`src/rtl/tdm_demultiplexer.sv`:
```
// Round-robin TDM word stream to packed CHANNELS*BUSWIDTH frame; out_valid 1 cycle after the last word, no backpressure.
// TDM_DEMUX_DOUBLEBUF_EN: collect in a shadow register so outlines changes only on frame completion.
module tdm_demultiplexer #(
  parameter int BUSWIDTH    = 8,
  parameter int CHANNELS    = 4,
  parameter int CHANNELBITS = 2
) (
  input  logic                         clk,
  input  logic                         rst_n,
  input  logic [BUSWIDTH-1:0]          inlines,
  input  logic                         in_valid,
  input  logic                         in_sof,
  output logic [CHANNELS*BUSWIDTH-1:0] outlines,
  output logic                         out_valid,
  output logic [CHANNELBITS-1:0]       channel,
  output logic                         locked,
  output logic                         frame_err
);

  typedef enum logic {HUNT, LOCKED} state_t;

  localparam logic [CHANNELBITS-1:0] LAST_CH = CHANNELBITS'(CHANNELS - 1);
  localparam logic [CHANNELBITS-1:0] CH_ONE  = CHANNELBITS'(1);

  state_t state;

`ifdef TDM_DEMUX_DOUBLEBUF_EN
  // Last slot is never stored: it goes straight into outlines with the rest.
  logic [(CHANNELS-1)*BUSWIDTH-1:0] shadow;
`endif

  assign locked = (state == LOCKED);

  always_ff @(posedge clk) begin
    if (!rst_n) begin
      state     <= HUNT;
      channel   <= '0;
      outlines  <= '0;
      out_valid <= 1'b0;
      frame_err <= 1'b0;
`ifdef TDM_DEMUX_DOUBLEBUF_EN
      shadow    <= '0;
`endif
    end else begin
      out_valid <= 1'b0;
      frame_err <= 1'b0;
      if (in_valid) begin
        case (state)
          HUNT: begin
            if (in_sof) begin
`ifdef TDM_DEMUX_DOUBLEBUF_EN
              shadow[BUSWIDTH-1:0] <= inlines;
`else
              outlines[BUSWIDTH-1:0] <= inlines;
`endif
              channel <= CH_ONE;
              state   <= LOCKED;
            end
          end
          LOCKED: begin
            if (in_sof) begin
              // Early start restarts the frame; the partial one is dropped.
              if (channel != '0) frame_err <= 1'b1;
`ifdef TDM_DEMUX_DOUBLEBUF_EN
              shadow[BUSWIDTH-1:0] <= inlines;
`else
              outlines[BUSWIDTH-1:0] <= inlines;
`endif
              channel <= CH_ONE;
            end else if (channel == '0) begin
              frame_err <= 1'b1;
              state     <= HUNT;
            end else if (channel == LAST_CH) begin
`ifdef TDM_DEMUX_DOUBLEBUF_EN
              outlines <= {inlines, shadow};
`else
              outlines[(CHANNELS-1)*BUSWIDTH +: BUSWIDTH] <= inlines;
`endif
              out_valid <= 1'b1;
              channel   <= '0;
            end else begin
`ifdef TDM_DEMUX_DOUBLEBUF_EN
              shadow[int'(channel)*BUSWIDTH +: BUSWIDTH] <= inlines;
`else
              outlines[int'(channel)*BUSWIDTH +: BUSWIDTH] <= inlines;
`endif
              channel <= channel + CH_ONE;
            end
          end
          default: state <= HUNT;
        endcase
      end
    end
  end

endmodule
```
`config.mk`:
```
export PLATFORM = sky130hd
export DESIGN_NAME = tdm_demultiplexer
export DESIGN_NICKNAME = d
export VERILOG_FILES = /design/src/rtl/tdm_demultiplexer.sv
export SDC_FILE = /design/constraint.sdc
export NUM_CORES = 1
export LEC_CHECK = 0
export CAP_MARGIN = 25
export CELL_PAD_IN_SITES_DETAIL_PLACEMENT = 0
export CELL_PAD_IN_SITES_GLOBAL_PLACEMENT = 1
export CORE_UTILIZATION = 33
export DETAILED_ROUTE_END_ITERATION = 10
export PLACE_DENSITY = 0.87
export REMOVE_ABC_BUFFERS = 1
export SETUP_SLACK_MARGIN = 0.2
export SYNTH_ARGS = -nofsm -noshare
export SYNTH_HDL_FRONTEND = slang
export SYNTH_SLANG_ARGS = --single-unit
```
`constraint.sdc`:
```
create_clock -name clk -period 2 [get_ports clk]
set_input_delay 0.2 -clock clk [delete_from_list [all_inputs] [get_ports clk]]
set_output_delay 0.2 -clock clk [all_outputs]
set_load 0.05 [all_outputs]
```
## Word-level counts from Yosys, hierarchy flattened

Cells that the tools add are included.

- Register bits after elaboration: 37
- Bits in latches: 0
- RAM bits: 0
- Memory bits (read-only): 0
- Input port bits: 12
- Output and inout bits: 37
- Memories: 0

- Add/subtract/negate cells: 2
- Multipliers: 0
- Divide/modulo/power cells: 0
- Order comparisons: 0
- Eq/ne operators: 4
- Shifts and indexed selects: 2
- Muxes and demuxes: 20
- Bitwise logic cells: 6
- Reductions and logical operators: 8

Operators with widths:

| kind | number |
|---|---|
| $mux W8 | 5 |
| $neg A5 Y33 | 1 |
| $shift A8 B33 Y32 const A | 1 |
| $shiftx A8 B33 Y32 | 1 |
| $bwmux W32 | 1 |
| $pmux W8 S2 | 1 |
| $mux W2 | 4 |
| $reduce_and A4 Y1 | 2 |
| $mux W1 | 7 |
| $ne A3 B3 Y1 const B | 2 |
| $not A1 Y1 | 6 |
| $reduce_and A3 Y1 | 2 |
| $reduce_and A5 Y1 | 1 |
| $reduce_or A5 Y1 | 1 |
| $pmux W2 S2 | 1 |
| $add A2 B1 Y2 const B | 1 |
| $eq A2 B2 Y1 const B | 1 |
| $logic_not A2 Y1 | 1 |
| $ne A2 B2 Y1 const B | 1 |
| $pmux W1 S2 | 1 |
| $reduce_bool A2 Y1 | 1 |

## Longest topological paths before layout

Gate-level depths: netlist (run 1).

- Depth after elaboration: 7
- Gate-level depth with buffers: 8
- Gate-level depth less buffers: 7

## Worst setup path before layout (run 1)

Ideal clock, no wire load.

- Path kind: register to register
- Start: register channel[0]
- End: register outlines[26]
- Setup time: 0.071 ns
- Arrival: 1.994 ns
- Path slack: -0.066 ns
- Stages on the path, launching flop included: 9
- Period minus slack after synthesis: 2.066 ns
- Cells stage by stage: dfxtp_1 > inv_1 > ha_1 > inv_1 > ha_1 > and4_1 > clkbuf_1 > nand2_1 > a21oi_1

- Cells in the longest elaborated chain, start to end: 4
- Elaborated cells between the ends (all ways): 9

Ends and longest elaborated chain:

| what | RTL line | source |
|---|---|---|
| from (decl) | 15 | `output logic [CHANNELBITS-1:0] channel,` |
| from (signal assigned) | 87 | `channel <= channel + CH_ONE;` |
| $neg A5 Y33 | 85 | `outlines[int'(channel)*BUSWIDTH +: BUSWIDTH] <= inlines;` |
| $shiftx A8 B33 Y32 / $shift A8 B33 Y32 (equally long branches) | 85 |  |
| $bwmux W32 | 85 |  |
| $mux W8 | 73 | `end else if (channel == LAST_CH) begin` |
| to (signal, indexed assignment) | 67 | `outlines[BUSWIDTH-1:0] <= inlines;` |
| to (signal, indexed assignment) | 77 | `outlines[(CHANNELS-1)*BUSWIDTH +: BUSWIDTH] <= inlines;` |
| to (signal, indexed assignment) | 85 |  |
| to (decl) | 13 | `output logic [CHANNELS*BUSWIDTH-1:0] outlines,` |

Several ways; a longest one is shown, not always the timed one.
A chain may end at the register's enable or synchronous reset.

## Worst setup path in the final report (run 1)

- Start: register channel[1]
- End: output channel[1]

No word-level cell between the ends.

==> results of run 1 <==
## flip-flops by register name (all words and copies together) (netlist names)
| name | cells |
|---|---|
| outlines | 32 |
| out_valid | 1 |
| locked | 1 |
| channel | 2 |
| frame_err | 1 |
## metal layers
metal	vias to the layer above	global-route usage (%)	wire length [um]
met4	0	5.556	55
met3	7	6.125	208
met5	-	0	0
met1	644	22.10	1936
met2	40	22.65	1565
li1	729	-	-
## worst paths after layout
kind                                    from  depth (start not counted)           end
worst min-delay path            outlines[13]                          2  outlines[13]
worst max register to register    channel[1]                          6  outlines[20]
worst min register to register  outlines[13]                          2  outlines[13]
worst max-delay path              channel[1]                          1    channel[1]
## logic make-up (layout without fill, tap and decap cells)
| group | Yosys count | in the layout | synth area share [%] |
|---|---|---|---|
| AND/OR/NAND/NOR | 81 | 81 | 25.30 |
| flip-flops | 37 | 37 | 47.25 |
| buffers and inverters | 17 | 67 | 7.101 |
| AO/OA/AOI/OAI | 40 | 40 | 14.77 |
| adder cells (fa/ha/maj) | 7 | 7 | 5.586 |
## repair_timing
item / 4_1_cts / 5_1_grt
gates cloned: 0 / 0
setup buffers: 0 / 1
setup endpoints to repair: 1 / 9
resized for setup: 1 / 2
## layout by cell type (no fill, tap or decap), types with 2 or more instances in the layout
cell	netlist	layout
inv_1	4	4
ha_1	7	7
nand3_1	33	33
buf_4	2	6
and2_4	2	2
dfxtp_1	37	37
nand2_1	36	36
and3_1	2	2
clkbuf_8	1	6
o21ai_0	9	9
clkdlybuf4s50_1	0	46
a21oi_1	27	27
nand4_1	2	2
## cell type report
cell class,count,area (um2)
Sequential cell,37,740.7
Multi-Input combinational cell,128,716.9
Timing Repair Buffer,54,526.8
Clock inverter,1,30.03
Clock buffer,7,86.33
Fill cell,436,2290
Tap cell,52,65.06
Inverter,5,18.77
## per-stage QoR
step / worst slack (ns) / util (%) / power (mW)
3_5_place_dp: 0.2059 / 46.00 / 0.9459
3_3_place_gp: 0.2465 / 46.00 / 0.9447
2_1_floorplan: -0.05466 / - / 0.8612
6_report: 0.2656 / 48.83 / 1.604
5_1_grt: 0.2057 / 48.83 / 1.665
4_1_cts: 0.2354 / 48.57 / 1.609
## power breakdown
| part | internal [mW] | total, mW | switching [mW] |
|---|---|---|---|
| Clock | 0.407 | 0.675 | 0.269 |
| Combinational | 0.0629 | 0.172 | 0.109 |
| Sequential | 0.748 | 0.756 | 0.00813 |
| Total | 1.22 | 1.60 | 0.386 |
==> qor.csv, run 1 <==
metric;value;unit
Cell Pwr Density;734.1;nW/um2
kind of cell adding the most delay to the critical path;buffers and inverters;
peak supply drop;367.3;uV
relative slew slack;66.42;%
Initial Utilization;35.04;%
core area;4474;um2
Final Cell Area;2185;um2
Global Route Usage Sum;15.97;%
most common cell in the synthesized netlist;dfxtp_1;
die area;5030;um2
synth cell count leaders;37 x dfxtp_1, 36 x nand2_1, 33 x nand3_1;
htree depth;2;
initial antenna violation count;0;
final wirelength;3765;um
Worst-Margin Slew;0.5021;ns
Unique masters post-synth;27;
Final ANT Viol Nets;0;
Main synth FF type;dfxtp_1;
WP data arrival;1.53;ns
width of the die;70.93;um
CP required;1.80;ns
cell taking the most area after synthesis;dfxtp_1;
Critical Path, Cell by Cell;clkdlybuf4s50_1;
Max Clk Rate;576.6;MHz
r2r setup slk;0.34;ns
Bufs on Longest Clock Path;2;
sequential cell area fraction in the yosys report;47.25;%
Worst path slowest cell;clkdlybuf4s50_1;
Cell Area, Placed;2058;um2
# Max-Cap Violations;0;
Async SR Flop Fraction;0;%
startpoint type of the worst setup path;flop;
CTS tree;built;
area fraction of the dominant cell type after synthesis;47.25;%
Lkg Pwr;0.7800;nW
CTS clk-pin slew, worst paths;0.07;ns
Final Non-Filler Cells;284;
WP buf/inv;1;
Critical Path End Type;output port;
number of cell rows;24;
largest net degree at the start of global routing;25;
number of global-route vias before repair;1325;
GR Overflow Total;0;
Mean Syn Cell Area;8.614;um2
hpwl dp;2628;um
sum of negative setup slack;0;ns
maximum fanout along the worst path;5;
port bufs;48;
slowest stage delay, CP;0.83;ns
number of enable flip-flop cells after synthesis;0;
chip height;70.93;um
hold slack;0.4541;ns
Starting DRT DRC Count;62;
failing checks;design-rule violations;
Synth area leaders;dfxtp_1 47%, nand3_1 11%, a21oi_1 8.6%;
first-pass GRT wire length;6327;um
hold buffers post-CTS;0;
Final min period;1.734;ns
Clock Latency Late Sink;0.29;ns
antenna cell count;0;
status;complete, but fails checks;
clk root buf;clkbuf_8;
cells after synthesis;182;
Final Max Slew Viols;0;
final setup violation count;0;
routed vias;1420;
GPL Wtd Cong;0.7937;
Layout area overhead;39.35;%
clk_skew;0.003778;ns
drt wl/cell;13.26;um
Ys Warns;0;
# IOs;49;
critical path class;reg -> out;
Seq cells post-synth;37;
TritonCTS Buffers;5;
Layout Nets;250;
Period Utilization, post-route;86.72;%
DR pass1 iterations;7;
Cell Area, Synth;1568;um2
Hold Fails Final Rpt;0;
DR DRC count;10;
post-placement cell count;275;
unrepaired setup endpoints after global routing;no;
Hold Crit Class;reg -> reg;
CTS Sinks;37;
layout cells sized above 1;8.621;%
drt via density;5.000;
Note: power is estimated with default switching activity, not from simulation.
==> inputs of run 2 (changes only) <==
- CORE_UTILIZATION: 33 -> 36
- PLACE_DENSITY: 0.87 -> 0.93
- clock period: 2 -> 2.1 ns (I/O delays scaled with it)
==> run 2 against run 1 <==
  * The run now ends clean
  * Cell count shrank 1.1%
  * Core utilization is 4.5 points higher
  * Sequential power fell by 4.4%
  * Via count rose by 1.8%
  * Sequential cell count is the same
  * Register-to-register slack improved by 0.06 ns
  * Global-route usage rose by 1.9 points
  * Worst setup slack better by 0.11 ns
  * Largest power group unchanged
==> qor.csv, run 2 (synthesized netlist as in run 1, its figures left out) <==
metric;value;unit;change
status;finished clean;;was complete, but fails checks
CTS tree;built;;unchanged
most frequent cells in the layout;47 x clkdlybuf4s50_1, 36 x nand2_1, 36 x dfxtp_1;;was 46 x clkdlybuf4s50_1, 37 x dfxtp_1, 36 x nand2_1
r2r setup slk;0.40;ns;was 0.34 ns
WP buf/inv;1;;unchanged
die area;4623;um2;was 5030 um2
Final min period;1.729;ns;
CTS clk-pin slew, worst paths;0.07;ns;about the same
slowest stage delay, CP;0.84;ns;was 0.83 ns
relative slew slack;65.32;%;was 66.42%
Layout area overhead;39.11;%;was 39.35%
Reg2Reg Depth;6;;unchanged
largest net degree at the start of global routing;18;;was 25
commonest non-fill, non-tap cell in the layout;clkdlybuf4s50_1;;unchanged
initial antenna violation count;0;;unchanged
Crit path depth;1;;unchanged
core area;4086;um2;was 4474 um2
Hold Crit Class;reg -> reg;;unchanged
DR DRC count;0;;was 10
setup slack after layout;0.3707;ns;was 0.2656 ns
Critical Path End Type;output port;;unchanged
peak supply drop;341.1;uV;was 367.3 uV
number of cell rows;23;;was 24
antenna cell count;0;;unchanged
CTS Sinks;37;;unchanged
met3 wire len;251;um;was 208 um
Initial Utilization;38.36;%;was 35.04%
final wirelength;3858;um;was 3765 um
chip height;67.99;um;was 70.93 um
first-pass GRT wire length;6113;um;was 6327 um
largest registers;outlines (32), channel (2);;unchanged
sum of negative setup slack;0;ns;unchanged
Worst path slowest cell;clkdlybuf4s50_1;;unchanged
Starting DRT DRC Count;88;;was 62
pre-CTS setup slack;0.2942;ns;was 0.2059 ns
Tot Pwr;1.529;mW;was 1.604 mW
number of flip-flops in the largest register;32;;unchanged
maximum fanout along the worst path;7;;was 5
Period Utilization, post-route;82.35;%;
unrepaired setup endpoints after global routing;no;;unchanged
layout cells sized above 1;9.091;%;was 8.621%
hpwl dp;2697;um;was 2628 um
# Max-Cap Violations;0;;unchanged
hold depth;2;;unchanged
WP data arrival;1.52;ns;was 1.53 ns
Cell Pwr Density;701.1;nW/um2;was 734.1 nW/um2
critical path class;reg -> out;;unchanged
Global Route Usage Sum;17.88;%;was 15.97%
width of the die;67.99;um;was 70.93 um
number of global-route vias before repair;1291;;was 1325
Max Clk Rate;578.3;MHz;
Clock Latency Late Sink;0.29;ns;about the same
Layout Nets;249;;was 250
top layer in use;met4;;unchanged
routed vias;1446;;was 1420
Routed met2 length;1762;um;was 1565 um
Lkg Pwr;0.7709;nW;was 0.7800 nW
hold slack;0.4504;ns;was 0.4541 ns
htree depth;2;;unchanged
CP required;1.89;ns;was 1.80 ns
Most flops, register;outlines;;unchanged
DR pass1 iterations;4;;was 7
startpoint type of the worst setup path;flop;;unchanged
kind of cell adding the most delay to the critical path;buffers and inverters;;unchanged
clk root buf;clkbuf_8;;unchanged
Final ANT Viol Nets;0;;unchanged
TritonCTS Buffers;5;;unchanged
port bufs;48;;unchanged
GPL Wtd Cong;0.8458;;was 0.7937
Final Max Slew Viols;0;;unchanged
Bufs on Longest Clock Path;2;;unchanged
Fill cells;385;;was 436
final setup violation count;0;;unchanged
GR Overflow Total;0;;unchanged
# IOs;49;;unchanged
Worst-Margin Slew;0.5186;ns;was 0.5021 ns
drt wl/cell;13.73;um;was 13.26 um
clk_skew;0.007805;ns;was 0.003778 ns
Hold Fails Final Rpt;0;;unchanged
drt via density;5.146;;was 5.000
Critical Path, Cell by Cell;clkdlybuf4s50_1;;unchanged
met1 wire length;1792;um;was 1936 um
-- run 2: worst paths after layout --
path,startpoint,end
min,outlines[13],outlines[13]
min reg2reg,outlines[13],outlines[13]
max,channel[0],channel[0]
max reg2reg,channel[0],outlines[10]
-- run 2: metal layers --
metal  vias to the layer above  global-route usage, %
met5                         -                      0
met4                         0                  5.729
met3                         6                  4.500
met2                        47                  26.84
met1                       667                  24.80
li1                        726                      -
-- run 2: through the flow --
step           std cells  utilization [%]  instance area, um2
4_1_cts              280            53.06                2168
3_5_place_dp         272            50.12                2048
5_1_grt              281            53.37                2181
3_3_place_gp         272            50.12                2048
6_report             281            53.37                2181
2_1_floorplan        170                -                1475
-- run 2: power by group --
group          leakage, nW  switching [mW]  internal [mW]  total [mW]
combinational        0.414           0.102         0.0589       0.161
sequential           0.300          0.0106          0.713       0.723
clock               0.0574           0.259          0.386       0.645
total                0.771           0.371           1.16        1.53
-- run 2: layout make-up --
class                      count  area [um2]  share of cell area, %
clock buffer                   6       82.58                  3.787
clock inverter                 2       37.54                  1.721
inverter                       5       18.77                 0.8606
multi-input combinational    128       716.9                  32.87
sequential                    37       742.0                  34.02
tap                           50       62.56                  2.869
timing repair buffer          53       520.5                  23.87
-- run 2: timing repair --
item                                    in CTS  in global routing
endpoints found under the setup margin       0                 29
hold buffers                                 0                  0
buffers inserted                             0                  1
resized for setup                            0                  3
